===== config.mk =====
export PLATFORM = sky130hd
export DESIGN_NAME = gpu_raster_engine
export DESIGN_NICKNAME = d
export VERILOG_FILES = /design/src/rtl/gpu_raster_engine.sv
export SDC_FILE = /design/constraint.sdc
export NUM_CORES = 1
export LEC_CHECK = 0
export ABC_AREA = 1
export BUFFER_PORTS_ARGS = -buffer_cell sky130_fd_sc_hd__buf_2
export CORE_ASPECT_RATIO = 1.1
export CORE_UTILIZATION = 60
export DETAILED_ROUTE_END_ITERATION = 16
export GPL_TIMING_DRIVEN = 0
export PLACE_DENSITY_LB_ADDON = 0.08
export SLEW_MARGIN = 20
export SYNTH_ARGS = -nofsm -noshare
export SYNTH_HDL_FRONTEND = slang
export SYNTH_SLANG_ARGS = --single-unit

===== constraint.sdc =====
create_clock -name clk -period 8.05 [get_ports clk]
set_input_delay 2.0125 -clock clk [delete_from_list [all_inputs] [get_ports clk]]
set_output_delay 2.0125 -clock clk [all_outputs]
set_load 0.01 [all_outputs]

===== src/rtl/gpu_raster_engine.sv =====
// APB-fed command FIFO driving a rasteriser for Bresenham lines and filled rectangles.
// Pixels leave on a valid/ready stream; coordinates and colour hold while stalled.
module gpu_raster_engine #(
  parameter int unsigned X_W        = 10,
  parameter int unsigned Y_W        = 9,
  parameter int unsigned COLOR_W    = 8,
  parameter int unsigned FIFO_DEPTH = 4
) (
  input  logic               clk,
  input  logic               n_rst,
  input  logic [31:0]        pAddr_i,
  input  logic [31:0]        pDataWrite_i,
  input  logic               pSel_i,
  input  logic               pEnable_i,
  input  logic               pWrite_i,
  output logic               pReady_o,
  output logic [31:0]        pDataRead_o,
  output logic [X_W-1:0]     x_o,
  output logic [Y_W-1:0]     y_o,
  output logic [COLOR_W-1:0] r_o,
  output logic [COLOR_W-1:0] g_o,
  output logic [COLOR_W-1:0] b_o,
  output logic               pixel_valid_o,
  input  logic               pixel_ready_i,
  output logic               busy_o
);

  localparam int unsigned PW = $clog2(FIFO_DEPTH);
  localparam int unsigned LW = PW + 1;
  localparam int unsigned CW = ((X_W > Y_W) ? X_W : Y_W) + 1;

  typedef enum logic [2:0] {
    StIdle,
    StLineSetup,
    StLine,
    StRectSetup,
    StRect
  } state_e;

  // ---------------------------------------------------------------------------
  // Command FIFO
  // ---------------------------------------------------------------------------
  logic [31:0]   mem_q [FIFO_DEPTH];
  logic [PW-1:0] wr_ptr_q, rd_ptr_q;
  logic [LW-1:0] level_q;
  logic          fifo_full, fifo_empty;
  logic          push, pop;
  logic [31:0]   head;

  assign fifo_full  = (level_q == LW'(FIFO_DEPTH));
  assign fifo_empty = (level_q == '0);
  assign push       = pSel_i & pEnable_i & pWrite_i & ~fifo_full;
  assign head       = mem_q[rd_ptr_q];

  always_ff @(posedge clk) begin
    if (push) begin
      mem_q[wr_ptr_q] <= pDataWrite_i;
    end
  end

  // Depth is a power of two, so pointers wrap by natural overflow.
  always_ff @(posedge clk) begin
    if (!n_rst) begin
      wr_ptr_q <= '0;
      rd_ptr_q <= '0;
      level_q  <= '0;
    end else begin
      if (push) wr_ptr_q <= wr_ptr_q + PW'(1);
      if (pop)  rd_ptr_q <= rd_ptr_q + PW'(1);
      if (push && !pop) begin
        level_q <= level_q + LW'(1);
      end else if (!push && pop) begin
        level_q <= level_q - LW'(1);
      end
    end
  end

  // ---------------------------------------------------------------------------
  // Command fields
  // ---------------------------------------------------------------------------
  logic [3:0]         op;
  logic [X_W-1:0]     hx;
  logic [Y_W-1:0]     hy;
  logic [COLOR_W-1:0] hr, hg, hb;

  assign op = head[31:28];
  assign hx = head[X_W+Y_W-1:Y_W];
  assign hy = head[Y_W-1:0];
  assign hr = head[3*COLOR_W-1:2*COLOR_W];
  assign hg = head[2*COLOR_W-1:COLOR_W];
  assign hb = head[COLOR_W-1:0];

  logic unused_bits;
  assign unused_bits = ^{pAddr_i, head};

  // ---------------------------------------------------------------------------
  // Raster state
  // ---------------------------------------------------------------------------
  state_e             state_q, state_d;
  logic [X_W-1:0]     x1_q, x1_d, x2_q, x2_d;
  logic [Y_W-1:0]     y1_q, y1_d, y2_q, y2_d;
  logic [X_W-1:0]     cur_x_q, cur_x_d;
  logic [Y_W-1:0]     cur_y_q, cur_y_d;
  logic [COLOR_W-1:0] r_q, r_d, g_q, g_d, b_q, b_d;
  logic signed [CW-1:0] dx_q, dx_d, dy_q, dy_d;
  logic signed [CW:0]   err_q, err_d, err_t;
  logic               sx_neg_q, sx_neg_d, sy_neg_q, sy_neg_d;
  logic [X_W-1:0]     xmin_q, xmin_d, xmax_q, xmax_d;
  logic [Y_W-1:0]     ymax_q, ymax_d;

  logic signed [CW-1:0] x1s, x2s, y1s, y2s, ddx, ddy, adx, ady;
  logic signed [CW+1:0] e2, dx_w, dy_w;
  logic                 step_x, step_y, beat;
  logic [X_W-1:0]       rxmin, rxmax;
  logic [Y_W-1:0]       rymin, rymax;

  assign x1s = {{(CW-X_W){1'b0}}, x1_q};
  assign x2s = {{(CW-X_W){1'b0}}, x2_q};
  assign y1s = {{(CW-Y_W){1'b0}}, y1_q};
  assign y2s = {{(CW-Y_W){1'b0}}, y2_q};
  assign ddx = x2s - x1s;
  assign ddy = y2s - y1s;
  assign adx = ddx[CW-1] ? -ddx : ddx;
  assign ady = ddy[CW-1] ? -ddy : ddy;

  assign e2     = {err_q, 1'b0};
  assign dx_w   = {{2{dx_q[CW-1]}}, dx_q};
  assign dy_w   = {{2{dy_q[CW-1]}}, dy_q};
  assign step_x = (e2 > -dy_w);
  assign step_y = (e2 < dx_w);

  assign rxmin = (x1_q < x2_q) ? x1_q : x2_q;
  assign rxmax = (x1_q < x2_q) ? x2_q : x1_q;
  assign rymin = (y1_q < y2_q) ? y1_q : y2_q;
  assign rymax = (y1_q < y2_q) ? y2_q : y1_q;

  assign pixel_valid_o = (state_q == StLine) || (state_q == StRect);
  assign beat          = pixel_valid_o & pixel_ready_i;

  always_comb begin
    state_d  = state_q;
    x1_d     = x1_q;
    y1_d     = y1_q;
    x2_d     = x2_q;
    y2_d     = y2_q;
    cur_x_d  = cur_x_q;
    cur_y_d  = cur_y_q;
    r_d      = r_q;
    g_d      = g_q;
    b_d      = b_q;
    dx_d     = dx_q;
    dy_d     = dy_q;
    err_d    = err_q;
    sx_neg_d = sx_neg_q;
    sy_neg_d = sy_neg_q;
    xmin_d   = xmin_q;
    xmax_d   = xmax_q;
    ymax_d   = ymax_q;
    pop      = 1'b0;
    err_t    = err_q;

    unique case (state_q)
      StIdle: begin
        if (!fifo_empty) begin
          pop = 1'b1;
          unique case (op)
            4'h1: begin
              x1_d = hx;
              y1_d = hy;
            end
            4'h2: begin
              x2_d = hx;
              y2_d = hy;
            end
            4'h4: begin
              r_d     = hr;
              g_d     = hg;
              b_d     = hb;
              state_d = StLineSetup;
            end
            4'h8: begin
              r_d     = hr;
              g_d     = hg;
              b_d     = hb;
              state_d = StRectSetup;
            end
            default: ;
          endcase
        end
      end

      StLineSetup: begin
        dx_d     = adx;
        dy_d     = ady;
        sx_neg_d = ddx[CW-1];
        sy_neg_d = ddy[CW-1];
        err_d    = {adx[CW-1], adx} - {ady[CW-1], ady};
        cur_x_d  = x1_q;
        cur_y_d  = y1_q;
        state_d  = StLine;
      end

      StLine: begin
        if (beat) begin
          if (cur_x_q == x2_q && cur_y_q == y2_q) begin
            state_d = StIdle;
          end else begin
            // Both tests use the pre-step error term.
            if (step_x) begin
              err_t   = err_t - {dy_q[CW-1], dy_q};
              cur_x_d = sx_neg_q ? cur_x_q - X_W'(1) : cur_x_q + X_W'(1);
            end
            if (step_y) begin
              err_t   = err_t + {dx_q[CW-1], dx_q};
              cur_y_d = sy_neg_q ? cur_y_q - Y_W'(1) : cur_y_q + Y_W'(1);
            end
            err_d = err_t;
          end
        end
      end

      StRectSetup: begin
        xmin_d  = rxmin;
        xmax_d  = rxmax;
        ymax_d  = rymax;
        cur_x_d = rxmin;
        cur_y_d = rymin;
        state_d = StRect;
      end

      StRect: begin
        if (beat) begin
          if (cur_x_q == xmax_q) begin
            if (cur_y_q == ymax_q) begin
              state_d = StIdle;
            end else begin
              cur_x_d = xmin_q;
              cur_y_d = cur_y_q + Y_W'(1);
            end
          end else begin
            cur_x_d = cur_x_q + X_W'(1);
          end
        end
      end

      default: state_d = StIdle;
    endcase
  end

  always_ff @(posedge clk) begin
    if (!n_rst) begin
      state_q  <= StIdle;
      x1_q     <= '0;
      y1_q     <= '0;
      x2_q     <= '0;
      y2_q     <= '0;
      cur_x_q  <= '0;
      cur_y_q  <= '0;
      r_q      <= '0;
      g_q      <= '0;
      b_q      <= '0;
      dx_q     <= '0;
      dy_q     <= '0;
      err_q    <= '0;
      sx_neg_q <= 1'b0;
      sy_neg_q <= 1'b0;
      xmin_q   <= '0;
      xmax_q   <= '0;
      ymax_q   <= '0;
    end else begin
      state_q  <= state_d;
      x1_q     <= x1_d;
      y1_q     <= y1_d;
      x2_q     <= x2_d;
      y2_q     <= y2_d;
      cur_x_q  <= cur_x_d;
      cur_y_q  <= cur_y_d;
      r_q      <= r_d;
      g_q      <= g_d;
      b_q      <= b_d;
      dx_q     <= dx_d;
      dy_q     <= dy_d;
      err_q    <= err_d;
      sx_neg_q <= sx_neg_d;
      sy_neg_q <= sy_neg_d;
      xmin_q   <= xmin_d;
      xmax_q   <= xmax_d;
      ymax_q   <= ymax_d;
    end
  end

  // ---------------------------------------------------------------------------
  // Outputs
  // ---------------------------------------------------------------------------
  assign x_o      = cur_x_q;
  assign y_o      = cur_y_q;
  assign r_o      = r_q;
  assign g_o      = g_q;
  assign b_o      = b_q;
  assign busy_o   = (state_q != StIdle) | ~fifo_empty;
  assign pReady_o = ~fifo_full;

  always_comb begin
    pDataRead_o = '0;
    if (pSel_i && !pWrite_i) begin
      pDataRead_o = {16'b0, 8'(level_q), 6'b0, fifo_full, busy_o};
    end
  end

endmodule


After elaboration in Yosys (flattened, before gate mapping) --
Memory sizes are Yosys's and may differ from the RTL's. A register that Yosys moved wholly into a read port is not among the register bits. Index checks and enable logic that the tools add are counted. W data, S select, Z words.
Operators by class: add/sub/neg operators 16, magnitude comparators 4, equality and inequality tests 25, mux-type cells 47, bitwise operators 7, reductions and logical operators 22
Operators with widths (count):
- $mux W10 | 9
- $mux W12 | 7
- $mux W9 | 9
- $pmux W10 S4 | 1
- $pmux W9 S4 | 1
- $mux W11 | 3
- $mux W3 | 8
- $pmux W12 S2 | 1
- $eq A10 B10 Y1 | 2
- $eq A9 B9 Y1 | 2
- $pmux W3 S5 | 1
- $ne A2 B2 Y1 const B | 7
- $reduce_and A7 Y1 | 2
- $gt A13 B13 Y1 | 1
- $lt A13 B11 Y1 | 1
- $neg A11 Y13 | 1
- $add A12 B12 Y12 | 1
- $reduce_and A3 Y1 | 4
- $sub A11 B11 Y12 | 1
- $sub A12 B12 Y12 | 1
- $neg A10 Y11 | 1
- $neg A11 Y11 | 1
- $sub A10 B10 Y11 | 1
- $add A10 B1 Y10 const B | 1
- 34 further kinds | 54
Word-level totals: register bits 156, RAM bits 128, input port bits 70, output and inout port bits 78, word-level logic and storage cells 143, memories 1
Memory list:
- mem_q | depth 4, width 32, rd ports 1, clocked after Yosys merged registers in 1, write ports 1, RTL line 43 | logic [31:0] mem_q [FIFO_DEPTH];

Depth between registers and ports, before layout --
Gate-level depths: netlist of run 1.
depth in word-level cells 11, depth in mapped cells 37, gate-level depth less buffers 36

Worst setup path before layout of run 1 --
OpenSTA, ideal clock, no wires.
path type input to output, from input pWrite_i, to output pDataRead_o[0], arrival time 2.350 ns, data required time 6.037 ns, path slack 3.688 ns, stages 3, buffers on the path 0, cells stage by stage inv_1 -> nand2_1 -> a21oi_1
On the way: longest elaborated chain between the ends 3
Ends and longest elaborated chain:
- from (decl) | RTL line 15 | input logic pWrite_i,
- $logic_not A1 Y1 | RTL line 305 | if (pSel_i && !pWrite_i) begin
- $logic_and A1 B1 Y1 | RTL line 305
- $mux W11 | RTL line 305
- to (decl) | RTL line 17 | output logic [31:0] pDataRead_o,
No other way between the ends.

Worst setup path after layout of run 1 --
from register dy_q[1], to register err_q[10]
On the way: longest elaborated chain between the ends 11, elaborated cells on any way between the ends 12, classes of those cells 3 x add/sub; 1 x order compare; 8 x mux
Ends and longest elaborated chain:
- from (decl) | RTL line 105 | logic signed [CW-1:0] dx_q, dx_d, dy_q, dy_d;
- from (signal assigned) | RTL line 282 | dy_q <= dy_d;
- $neg A11 Y13 | RTL line 129 | assign step_x = (e2 > -dy_w);
- $gt A13 B13 Y1 | RTL line 129
- $mux W12 (*) | RTL line 209 | if (step_x) begin
- $mux W12 (*) | RTL line 205 | if (cur_x_q == x2_q && cur_y_q == y2_q) begin
- $mux W12 (*) | RTL line 204 | if (beat) begin
- $mux W12 (*) | RTL line 162 | unique case (state_q)
- $add A12 B12 Y12 | RTL line 214 | err_t = err_t + {dx_q[CW-1], dx_q};
- $mux W12 (*) | RTL line 213 | if (step_y) begin
- $mux W12 (*) | RTL line 205
- $mux W12 (*) | RTL line 204
- $pmux W12 S2 (*) | RTL line 162
- to (signal assigned) | RTL line 283 | err_q <= err_d;
- to (decl) | RTL line 106 | logic signed [CW:0] err_q, err_d, err_t;
Mark *: on every way between the ends. The rest lies on a longest branch, timed or not. The select of a mux whose other input is x is not followed. A chain may end at the register's enable or synchronous reset.

==> results of run 1 <==
-- cells by family (layout without fill, tap and decap cells) --
group | count (synthesis) | after routing | share of synthesized area, %
AOI/OAI and AO/OA | 489 | 489 | 15.84
xor gates and xnor gates | 92 | 92 | 4.895
adders and majority gates | 95 | 95 | 7.495
buffers and inverters | 383 | 522 | 9.661
DFF | 270 | 270 | 39.65
other | 2 | 28 | 0.04562
and+or+nand+nor | 865 | 865 | 22.42
-- synth_stat cells, types with 3 or more instances --
cell	count
nand2_1	502
inv_1	253
a21oi_1	245
o21ai_0	181
dfxtp_1	158
nand3_1	135
nor2_1	134
edfxtp_1	112
ha_1	89
xor2_1	64
clkbuf_1	58
nand4_1	35
buf_4	29
xnor2_1	28
buf_2	22
nor3_1	22
nand3b_1	14
inv_2	12
a32o_1	9
o22ai_1	9
a32oi_1	8
a31oi_1	7
fa_1	6
or2_2	6
a21boi_0	5
a21o_1	5
o21ai_1	5
buf_1	4
o211ai_1	4
o21bai_1	4
nand2_2	3
nor2_4	3
-- flip-flops by register name, summed over array words and instances, names as in the netlist, 10 cells and up, named ones only --
name	flops
dx_q	11
x_o	10
err_q	12
dy_q	11
mem_q	112
x2_q	10
x1_q	10
xmin_q	10
xmax_q	10
-- critical path: cells and delay by family (launching register included) --
| kind | cells | cell delay [ns] |
|---|---|---|
| AND/OR/NAND/NOR | 18 | 1.93 |
| buffers and inverters | 6 | 0.71 |
| AO/OA/AOI/OAI | 2 | 0.43 |
| XOR/XNOR | 1 | 0.16 |
| flip-flops | 1 | 0.31 |
| adder cells (fa/ha/maj) | 4 | 1.16 |
-- how the worst max path moves through the flow --
stage,start,endpoint,cells past startpoint
after floorplan,pWrite_i,pDataRead_o[0],3
after global placement,pWrite_i,mem_q[3][21]$_DFFE_PP_,3
after detailed placement,dy_q[1]$_SDFFE_PN0P_,err_q[11]$_SDFFE_PN0P_,36
after CTS,dy_q[1]$_SDFFE_PN0P_,err_q[11]$_SDFFE_PN0P_,36
after global routing,dy_q[1]$_SDFFE_PN0P_,err_q[11]$_SDFFE_PN0P_,36
final,dy_q[1]$_SDFFE_PN0P_,err_q[10]$_SDFFE_PN0P_,31
-- metrics by stage --
stage | worst slack, ns | instances | instance area, um^2 | util, %
6_report | 3.286 | 2718 | 18490 | 68.59
5_1_grt | 2.635 | 2718 | 18490 | 68.59
4_1_cts | 3.260 | 2718 | 18490 | 68.59
3_5_place_dp | 3.300 | 2667 | 17550 | 65.08
3_3_place_gp | 3.047 | 2663 | 17430 | 64.64
2_1_floorplan | 3.688 | 2222 | 16560 | -
-- layer usage --
metal,GRT usage [%],share of wire [%]
met5,0,0
met4,19.17,5.5
met3,4.392,7.2
met2,61.36,48
met1,42.00,39
-- final cells by class --
| type | instances | area [um^2] | share of cell area, % |
|---|---|---|---|
| inverter | 267 | 1002 | 5.420 |
| tap | 357 | 446.7 | 2.416 |
| clock buffer | 38 | 790.8 | 4.277 |
| sequential | 270 | 6526 | 35.30 |
| timing repair buffer | 88 | 510.5 | 2.761 |
| clock inverter | 13 | 153.9 | 0.8323 |
| multi-input combinational | 1569 | 8472 | 45.82 |
| buffer | 116 | 588.1 | 3.180 |
==> flow_summary.yaml, run 1 <==
setup_path:
  slowest_stage: "fa_1"
  critical_path_required_ns: 8.55
  worst_r2r_endpoint: "err_q[10]$_SDFFE_PN0P_"
  timing.critical_path.slowest_cell_delay_ns: 0.42
  startpoint_type: "flip-flop"
  worst-r2r-setup-slack_ns: 3.29
  r2r_start: "dy_q[1]$_SDFFE_PN0P_"
  maximum_fanout_along_the_worst_path: 10
  setup.worst_path.class: "flip-flop to flip-flop"
  worst_setup_path_end_kind: "flip-flop"
  cpMostUsedCell: "nand3_1"
  critPathArrivalTime_ns: 5.26
  worst_r2r_path_depth: 31
floorplan:
  design.core.area_um2: 26960
  starting_density_of_the_core_pct: 61.06
  placementRows: 63
  floorplan.die_area_um2: 28100
  boundaryPins: 148
  die_w_um: 159.9
  die_height_um: 175.7
final_layout:
  layout.cells.most_common: "nand2_1"
  syn2layout_area_growth_pct: 12.33
  n_antenna_cell: 0
  finish.net_count: 2505
  drive_above_1_share_pct: 9.360
  most_used_cells_in_the_layout_excluding_fill_and_tap_cells: "nand2_1, inv_1, a21oi_1"
  final.fill_count: 2397
global_route:
  vias_in_the_first_global_route: 14560
  grt_max_degree: 24
  total_routing_resource_utilization_after_global_routing_pct: 35.10
  global_route.overflow_total: 0
  grt_antenna_before_repair: 0
  grt_first_pass_wirelength_um: 77360
clock_network:
  cts_sinks: 270
  cts-hold-fix-buffers: 0
  cts-root-to-sink-buffers: 3
  path_clk_slew_ns: 0.06
  ctsResizeCount: 0
  worst_skew_pair.late_latency_ns: 0.55
  depth_of_the_cts_h_tree: 1
  root_buffer: "clkbuf_16"
  postCtsSetupRepairBufs: 0
  cts-buffers-inserted: 28
  tritoncts_clock_tree: "yes"
logic_synthesis:
  seq_cells_post_synth: 270
  post_synthesis_cell_area_um2: 16460
  synth_async_sr_flop_share_pct: 0
  area_share_of_the_leading_cell_type_in_the_synthesized_netlist_pct: 20.43
  synthesis.yosys.warnings: 0
  leading_register_cell_type_out_of_synthesis: "dfxtp_1"
  synth.top_cells.by_area: "edfxtp_1, dfxtp_1, nand2_1, a21oi_1, ha_1"
  synth_top_area_cell: "edfxtp_1"
  synth_enable_flop_cells: 112
  synth_area_per_cell_um2: 7.496
  syn-instance-count: 2196
  sequential_element_share_of_the_synthesized_area_pct: 39.65
  synth.lib_cells_used.distinct: 48
sta:
  grt_setup_unrepaired: "false"
  fmaxAchievable_mhz: 209.9
  tightestPinTransition_ns: 0.8767
  report.final.hold_viol_count: 0
  hold-worst-slack_ns: 0.4638
  timing.clock.skew_ns: 0.01207
  maxSlewHeadroom_pct: 41.23
  fin_setup_tns_ns: 0
  drv_slew: 0
  setup_viol_count_final: 0
  timing.final.crit_share_pct: 59.18
  final.min_clock_period_ns: 4.764
drt:
  detail_route.iter0.violations: 1143
  vias: 15470
  wl_per_cell_um: 18.22
  drt-total-wl_um: 49510
  vias_per_cell: 5.693
  drt_drc_violations_left: 0
  antenna_left: 0
  drtPass1Iterations: 5
min_path:
  hold-path-cell-count: 2
  worstHoldStart: "r_o[4]$_SDFFE_PN0P_"
  hold-path-endpoint: "r_o[4]$_SDFFE_PN0P_"
  timing.hold.worst.class: "flip-flop to flip-flop"
placement:
  routabilityCongestion: 1.017
  dp_hpwl_um: 38310
  io_buffer_count: 84
run_status:
  status: "finished, final reports clean"
flow_run:
  drv_cap: 0
Power of run 1 is left out: the tool's default activity adds up to more than one toggle a clock period on the data nets, which glitch-free logic cannot reach.
==> run 2: changes to the inputs <==
==> constraint.sdc (replaced) <==
create_clock -name clk -period 4.49 [get_ports clk]
set_input_delay 1.1225 -clock clk [delete_from_list [all_inputs] [get_ports clk]]
set_output_delay 1.1225 -clock clk [all_outputs]
set_load 0.01 [all_outputs]
==> run 2 against run 1 <==
  * Maximum frequency is 12% higher
  * Flip-flop and latch count stayed put
  * Critical path type unchanged
  * Worst setup slack lost 3.1 ns
  * Largest cell class unchanged
  * Sequential share of layout area down 0.52 points
  * Global-route usage grew 0.098 points
  * Worst hold slack got worse by 0.00075 ns
  * Die area stayed put
  * Final cell count rose by 0.33%
  * Register-to-register slack worse by 3.1 ns
==> flow_summary.yaml, run 2 (synthesized netlist as in run 1, its figures left out) <==
placement:
  dp_hpwl_um: 38310
  placement.cell_area_um2: 17550
  io_buffer_count: 84
  pre_cts_slack_ns: -0.2597
  routabilityCongestion: 1.017
setup_path:
  cp.depth: 28
  category_of_cells_accounting_for_the_largest_share_of_critical_path_delay: "simple AND/OR/NAND/NOR gates"
  slowest_stage: "dfxtp_4"
  timing.critical_path.slowest_cell_delay_ns: 0.37
  startpoint_type: "flip-flop"
  maximum_fanout_along_the_worst_path: 5
  critPathArrivalTime_ns: 4.72
  critical_path.n_buffers_inverters: 4
  critical_path_required_ns: 4.94
  cpMostUsedCell: "nand3_2"
  worst_setup_path_end_kind: "flip-flop"
  setup.worst_path.class: "flip-flop to flip-flop"
  worst_r2r_path_depth: 28
global_route:
  grt_max_degree: 24
  grt_first_pass_wirelength_um: 77610
  global_route.overflow_total: 0
  total_routing_resource_utilization_after_global_routing_pct: 35.20
  vias_in_the_first_global_route: 14610
  grt_antenna_before_repair: 0
drt:
  wl_per_cell_um: 18.35
  detail_route.iter0.violations: 1244
  drt-total-wl_um: 50050
  drtPass1Iterations: 5
  antenna_left: 0
  vias_per_cell: 5.718
  drt_drc_violations_left: 0
  vias: 15590
sta:
  tightestPinTransition_ns: 0.9101
  fin_setup_tns_ns: 0
  final.min_clock_period_ns: 4.266
  setup_viol_count_final: 0
  drv_slew: 0
  report.final.hold_viol_count: 0
  timing.final.crit_share_pct: 95.01
  timing.final.ws_setup_ns: 0.2239
  timing.clock.skew_ns: 0.008526
  fmaxAchievable_mhz: 234.4
  maxSlewHeadroom_pct: 38.99
final_layout:
  ff_latch_area_um2: 6530
  layout.cells.most_common: "nand2_1"
  final.fill_count: 2354
  n_antenna_cell: 0
  drive_above_1_share_pct: 11.52
  max_flop_register: "mem_q"
  combined_area_of_the_multi_input_logic_cells_um2: 8672
  largest_registers: "mem_q x112, err_q x12"
  most_used_cells_in_the_layout_excluding_fill_and_tap_cells: "nand2_1, inv_1, a21oi_1"
  finish.net_count: 2514
  final_core_util_pct: 69.66
  fin_area_um2: 18780
  largest_register_ffs: 112
  syn2layout_area_growth_pct: 14.08
floorplan:
  boundaryPins: 148
  placementRows: 63
  die_w_um: 159.9
  design.core.area_um2: 26960
  die_height_um: 175.7
  starting_density_of_the_core_pct: 61.06
  floorplan.die_area_um2: 28100
min_path:
  timing.hold.worst.class: "flip-flop to flip-flop"
  hold-path-cell-count: 2
clock_network:
  tritoncts_clock_tree: "yes"
  path_clk_slew_ns: 0.07
  root_buffer: "clkbuf_16"
  cts-buffers-inserted: 28
  cts-hold-fix-buffers: 0
  cts-root-to-sink-buffers: 3
  depth_of_the_cts_h_tree: 1
  cts_sinks: 270
  worst_skew_pair.late_latency_ns: 0.55
flow_run:
  drv_cap: 0
run_status:
  status: "finished, final reports clean"
run 2: cell count changes in the layout (fill, tap and decap cells not counted), sizes merged:
cell / before / now
buf: 145 / 155
clkbuf: 97 / 96
inv: 267 / 266
clkinvlp: 5 / 6
run 2: path summary, 6_finish.rpt:
kind | from | to | slack (ns)
min reg2reg | xmin_q[3]$_SDFFE_PN0P_ | xmin_q[3]$_SDFFE_PN0P_ | 0.46
max reg2reg | dy_q[0]$_SDFFE_PN0P_ | err_q[11]$_SDFFE_PN0P_ | 0.22
max | dy_q[0]$_SDFFE_PN0P_ | err_q[11]$_SDFFE_PN0P_ | 0.22
min | xmin_q[3]$_SDFFE_PN0P_ | xmin_q[3]$_SDFFE_PN0P_ | 0.46
run 2: layer usage:
metal,wire length [um],global-route usage (%),vias up
met5,0,0,-
met4,2837,19.33,0
met3,3746,4.439,180
met2,24100,61.49,677
met1,19370,42.09,7174
li1,-,-,7562
run 2: layout make-up:
class / count / area share [%]
multi-input combinational: 1569 / 46.18
sequential: 270 / 34.77
inverter: 267 / 5.370
clock buffer: 38 / 4.211
buffer: 116 / 3.185
timing repair buffer: 97 / 3.078
tap: 357 / 2.379
clock inverter: 13 / 0.8196
run 2: repair_timing:
item | 4_1_cts | 5_1_grt
resized for setup | 11 | 57
setup buffers | 3 | 6
pin swaps | 0 | 20
hold endpoints to repair | 0 | 0
setup endpoints to repair | 5 | 8
run 2: metrics by stage:
stage               hold slack (ns)  cells
global route                 0.4752   2727
CTS                          0.4637   2721
global placement             0.4480   2663
floorplan                    0.4362   2222
finish                       0.4631   2727
detailed placement           0.4546   2667
run 2: tightest hold or removal path: stages, from the launching register on:
cell and delay (ns):
dfxtp_1 0.31, nand2_1 0.06, a21oi_1 0.05
Power of run 2 is left out for the same reason.
